### config.mk
export PLATFORM = sky130hd
export DESIGN_NAME = serial_adder
export DESIGN_NICKNAME = d
export VERILOG_FILES = /design/src/rtl/serial_adder.sv
export SDC_FILE = /design/constraint.sdc
export NUM_CORES = 1
export LEC_CHECK = 0
export ABC_AREA = 1
export BUFFER_PORTS_ARGS = -buffer_cell sky130_fd_sc_hd__buf_2
export CELL_PAD_IN_SITES_DETAIL_PLACEMENT = 1
export CELL_PAD_IN_SITES_GLOBAL_PLACEMENT = 1
export CORE_MARGIN = 10
export CORE_UTILIZATION = 41
export DETAILED_ROUTE_END_ITERATION = 10
export PLACE_DENSITY_LB_ADDON = 0.1
export SLEW_MARGIN = 20
export SYNTH_ARGS = -nofsm -noshare
export SYNTH_HDL_FRONTEND = slang
export SYNTH_SLANG_ARGS = --single-unit
### constraint.sdc
create_clock -name clk -period 2.8 [get_ports clk]
set_input_delay 0.14 -clock clk [delete_from_list [all_inputs] [get_ports clk]]
set_output_delay 0.14 -clock clk [all_outputs]
set_load 0.01 [all_outputs]
### src/rtl/serial_adder.sv
// Bit-serial adder: one full_adder cell walks the operands LSB-first with a
// registered carry, then publishes {cout,sum} alongside a one-cycle done pulse.

module full_adder (
  input  logic x,
  input  logic y,
  input  logic cin,
  output logic s,
  output logic cout
);
  assign s    = x ^ y ^ cin;
  assign cout = (x & y) | (x & cin) | (y & cin);
endmodule

module serial_adder #(
  parameter int WIDTH = 8
) (
  input  logic             clk,
  input  logic             rst_n,
  input  logic             start,
  input  logic [WIDTH-1:0] a,
  input  logic [WIDTH-1:0] b,
  input  logic             cin,
  output logic             busy,
  output logic             done,
  output logic [WIDTH-1:0] sum,
  output logic             cout
);
  localparam int CNT_W = (WIDTH > 1) ? $clog2(WIDTH) : 1;
  localparam logic [CNT_W-1:0] LAST = CNT_W'(WIDTH - 1);

  typedef enum logic {IDLE, RUN} state_t;

  state_t           r_state;
  state_t           w_state_nxt;
  logic [WIDTH-1:0] r_a_sr;
  logic [WIDTH-1:0] r_b_sr;
  logic [WIDTH-1:0] r_s_sr;
  logic             r_carry;
  logic [CNT_W-1:0] r_count;
  logic [WIDTH-1:0] r_sum;
  logic             r_cout;
  logic             r_done;
  logic             w_load;
  logic             w_last;
  logic             w_fa_s;
  logic             w_fa_cout;
  logic [WIDTH-1:0] w_s_shift;

  full_adder u_fa (
    .x    (r_a_sr[0]),
    .y    (r_b_sr[0]),
    .cin  (r_carry),
    .s    (w_fa_s),
    .cout (w_fa_cout)
  );

  // New sum bit enters at the MSB so that after WIDTH shifts bit 0 sits at [0]
  assign w_s_shift = {w_fa_s, r_s_sr[WIDTH-1:1]};

  always_ff @(posedge clk) begin
    if (!rst_n) r_state <= IDLE;
    else        r_state <= w_state_nxt;
  end

  always_comb begin
    w_state_nxt = r_state;
    w_load      = 1'b0;
    w_last      = 1'b0;
    case (r_state)
      IDLE: begin
        if (start) begin
          w_load      = 1'b1;
          w_state_nxt = RUN;
        end
      end
      RUN: begin
        if (r_count == LAST) begin
          w_last      = 1'b1;
          w_state_nxt = IDLE;
        end
      end
      default: w_state_nxt = IDLE;
    endcase
  end

  always_ff @(posedge clk) begin
    if (!rst_n) begin
      r_a_sr  <= '0;
      r_b_sr  <= '0;
      r_s_sr  <= '0;
      r_carry <= 1'b0;
      r_count <= '0;
      r_sum   <= '0;
      r_cout  <= 1'b0;
      r_done  <= 1'b0;
    end else begin
      r_done <= w_last;
      if (w_load) begin
        r_a_sr  <= a;
        r_b_sr  <= b;
        r_carry <= cin;
        r_count <= '0;
      end else if (r_state == RUN) begin
        r_a_sr  <= {1'b0, r_a_sr[WIDTH-1:1]};
        r_b_sr  <= {1'b0, r_b_sr[WIDTH-1:1]};
        r_s_sr  <= w_s_shift;
        r_carry <= w_fa_cout;
        r_count <= r_count + CNT_W'(1);
        if (w_last) begin
          r_sum  <= w_s_shift;
          r_cout <= w_fa_cout;
        end
      end
    end
  end

  assign busy = (r_state == RUN);
  assign done = r_done;
  assign sum  = r_sum;
  assign cout = r_cout;
endmodule

==> results.md <==
- The half-perimeter wire length after placement is 2750 um.
- At the worst endpoint, the required time is 2.98 ns.
- The setup fix buffers added after clock tree synthesis is 0.
- Once the clock tree was built, the resizer swapped 0 gates to a different size.
- Compared with the post-synthesis result, the final layout area differs by 13.5%.
- Counting along the longest clock path gives a buffer depth of 2.
- The primary flip-flop cell chosen by synthesis mapping is sky130_fd_sc_hd__dfxtp_1.
- Of the total power, the clock network draws 0.345.
- The most numerous cell in the Yosys netlist is sky130_fd_sc_hd__nand2_1.
- Once detail routing completed, the nets flagged for antenna violations numbered 0.
- The hold path endpoint is r_b_sr[7]$_SDFFE_PN0P_.
- The final instance area is 0.00179 mm2.
- The remaining routing DRC violations is 0.
- The share of synthesized registers carrying an async set or reset is 0.
- Before antenna repair, the detailed router went through 4 iterations.
- The final-report hold violation count is 0.
- For this run, the slowest stage of the critical path takes 0.84 ns.
- The die outline width is 82.1 um.
- The final number of max-transition violations was 0.
- The peak supply drop is 0.242 mV.
- The signal on the critical path passes through inv_2 > nand3_1 > nand3_1 > nand2_1 > inv_1.
- The design draws 1.04 mW.
- Buffers placed on the I/O ports in this run total 30.
- The gate count of the mapped netlist is 209.
- The terminus of the critical flop-to-flop path is r_b_sr[0]$_SDFFE_PN0P_.
- The kind of start point of the critical path is a register.
- The run finished with clean final reports.
- The CTS sink count is 38.
- The number of cell instances on the worst register-to-register path is 5.
- The total congestion overflow is 0.
- The highest attainable clock frequency is 605 MHz.
- The transition time at the pin with the least slew margin is 0.804 ns.
- In the synthesized netlist, the cells that appear most often are 61 x sky130_fd_sc_hd__nand2_1, 40 x sky130_fd_sc_hd__nand3_1, 38 x sky130_fd_sc_hd__dfxtp_1.
- The first global-routing pass estimated 6360 um of wire.
- Setup repair after global routing left no endpoint under its margin.
- The die footprint is 0.00674 mm2.
- Counting the buffers created by CTS gives 5.
- After floorplanning, the core was divided into 22 placement rows.
- After floorplanning, the core was sized to cover 0.00369 mm2.
- Across the run, the number of max-cap violations was 0.
- The kind of cell adding the most delay to the critical path is flip-flops.
- In this run the cell area of the synthesized design comes to 0.00158 mm2.
- Of the total power, the share spent switching nets is 0.240.
- CTS built an H-tree with a depth of 2.
- Across the routed clock network, the largest skew measured is 0.00600 ns.
- Summed over all nets, the switching power comes to 0.251 mW.
- Setup violations remaining at the end of the flow were counted as 0.
- The via count of the first global-routing pass is 1421.
- TritonCTS built the clock tree.
- The classification of the worst setup path is register to register.
- The worst hold path passes through 3 cells.
- In this run the power density over the cells is 582 mW/mm2.
- Headroom to the max-slew limit came out at 0.464.
- The total I/O pin count is 31.
- The initial antenna violation count was 0.
- The vertical die dimension is 82.1 um.
- The number of nets in the final layout is 258.
- The largest fanout on the critical path is 21.
- The total placed instance area is 0.00171 mm2.
- The average wire per standard cell is 13.0 um.
- On the critical path, the stage with the largest delay is an instance of sky130_fd_sc_hd__dfxtp_1.
- Summed over all failing endpoints, the final setup total negative slack is 0 ns.
- Of the total power, registers draw 0.559.
- For this configuration, the core starts out at a cell density of 0.428.
- In this run the static leakage power is 0.921 nW.
- The number of nets in the synthesized netlist is 232.
- Clock-pin slew was measured on the worst setup and hold paths at 0.07 ns.
- The worst slack on hold paths is 0.0973 ns.
- The biggest area consumer among synthesized cells is sky130_fd_sc_hd__dfxtp_1.
- The kind of capture point of the worst setup path is a register.
- The internal power is 0.794 mW.
- The number of warnings reported in the yosys synthesis log is 0.
- In this run, the number of DRC markers left after iteration 0 of detailed routing was 91.
- The congestion estimate from routability-driven global placement came to 0.789.
- Entering global routing, the biggest net connects 36 pins.
- The post-detailed-routing wire length is 3670 um.
- The critical path data arrival time is 1.84 ns.
- The min-delay analysis places its worst path in the category input pin to register.
- In this run the critical register-to-register path is launched from busy$_SDFF_PN0_.
- The buffer type at the clock tree root is sky130_fd_sc_hd__clkbuf_8.
- The detailed-route vias per instance is 4.92.
- Clock latency on the worst-skew pair, taken at its later pin, is 0.28 ns.
- Of the total power, combinational logic draws 0.096.
- The number of buffer and inverter stages on the critical path is 2.
- The share of synthesized area in the top cell type comes to 0.481.
- The total routing usage reported by global routing is 0.121.
- The startpoint of the worst hold path is b[7].
- The repair_antennas step left the layout with diodes totalling 0.
- In this run, post-CTS hold repair placed 0 buffers.
- After synthesis, the netlist uses 15 different library cells.
- The share of layout cells above drive strength 1 is 0.167.
- Yosys mapped a number of flops with a built-in enable equal to 0.
- The synthesized area divided by synthesized cell count is 7.56 um2.
- The routed layout has 1388 vias.
- The clock period minus worst slack is 1.65 ns.
- Of the available clock period, the critical path in the final layout requires 0.591.
- The library cell appearing most often on the critical path is sky130_fd_sc_hd__nand3_1.
- Of the synthesized area, sequential elements account for 0.481.
- The register-to-register setup slack is 1.15 ns.
- In the post-synthesis netlist, the biggest area contributors are sky130_fd_sc_hd__dfxtp_1 48%, sky130_fd_sc_hd__nand2_1 14%, sky130_fd_sc_hd__nand3_1 13%.
- Counting flops and latches in the post-synthesis netlist gives 38.
through the flow:
| step | setup WS [ns] | utilization | std cells |
|---|---|---|---|
| global placement | 1.17 | 0.464 | 276 |
| floorplan | 1.68 | - | 209 |
| detailed placement | 1.10 | 0.464 | 276 |
| global route | 0.927 | 0.486 | 282 |
| finish | 1.15 | 0.486 | 282 |
| CTS | 1.10 | 0.486 | 282 |
power groups by stage:
stage	Clock [mW]	Combinational, mW	Sequential [mW]
after CTS	0.377	0.102	0.584
final	0.360	0.0998	0.584
after global placement	0	0.0967	0.595
after detailed placement	0	0.101	0.596
after global routing	0.403	0.118	0.587
after floorplan	0	0.0844	0.587
registers in the layout, indices dropped and copies added, names as in the netlist:
signal / flops
r_carry: 1
busy: 1
r_b_sr: 8
r_s_sr: 7
r_a_sr: 8
done: 1
cout: 1
r_count: 3
sum: 8
placed cells by master (no fill, tap or decap):
cell type / netlist / routed
sky130_fd_sc_hd__a21oi_1: 11 / 11
sky130_fd_sc_hd__buf_2: 6 / 30
sky130_fd_sc_hd__buf_4: 3 / 1
sky130_fd_sc_hd__clkbuf_8: 0 / 6
sky130_fd_sc_hd__dfxtp_1: 38 / 38
sky130_fd_sc_hd__fa_1: 1 / 1
sky130_fd_sc_hd__ha_1: 2 / 2
sky130_fd_sc_hd__inv_1: 24 / 24
sky130_fd_sc_hd__inv_2: 1 / 1
sky130_fd_sc_hd__nand2_1: 61 / 61
sky130_fd_sc_hd__nand3_1: 40 / 40
sky130_fd_sc_hd__nor2_1: 3 / 3
sky130_fd_sc_hd__nor2_8: 1 / 1
sky130_fd_sc_hd__o21ai_0: 14 / 14
sky130_fd_sc_hd__xnor2_1: 1 / 1
final cells by class:
type                    instances  area (um2)
well taps                      48        60.1
inverters                      25        93.8
fillers                       501        1890
flip-flops and latches         38         761
repair buffers                 31         158
clock buffers                   6        82.6
multi-input cells             134         639
worst max-delay path by stage:
| stage | startpoint | endpoint | slack (ns) | cells after the start |
|---|---|---|---|---|
| after floorplan | r_count[0]$_SDFFE_PP0P_ | sum[7]$_SDFFE_PN0P_ | 1.68 | 6 |
| after global placement | busy$_SDFF_PN0_ | r_b_sr[0]$_SDFFE_PN0P_ | 1.17 | 5 |
| after detailed placement | busy$_SDFF_PN0_ | sum[4]$_SDFFE_PN0P_ | 1.10 | 3 |
| after CTS | busy$_SDFF_PN0_ | sum[4]$_SDFFE_PN0P_ | 1.10 | 3 |
| after global routing | busy$_SDFF_PN0_ | sum[5]$_SDFFE_PN0P_ | 0.93 | 3 |
| final | busy$_SDFF_PN0_ | r_b_sr[0]$_SDFFE_PN0P_ | 1.15 | 5 |
metal layers:
layer	vias to the layer above	wire length, um	global-route usage
met5	-	0	0
met4	0	61	0.0544
met3	7	190	0.0415
met2	24	1850	0.203
met1	646	1570	0.137
li1	711	-	-
cell families after synthesis:
logic type               Yosys count  synth area share
AND/OR/NAND/NOR                  105             0.291
flip-flops                        38             0.481
buffers and inverters             37             0.114
AO/OA/AOI/OAI                     25            0.0792
adder cells (fa/ha/maj)            3            0.0285
XOR/XNOR                           1           0.00554
tightest hold or removal path, cell delays in order:
cell and delay, ns:
sky130_fd_sc_hd__buf_2 0.10, sky130_fd_sc_hd__nand2_1 0.05, sky130_fd_sc_hd__a21oi_1 0.05
No activity file was read; power rests on OpenSTA's default activity.
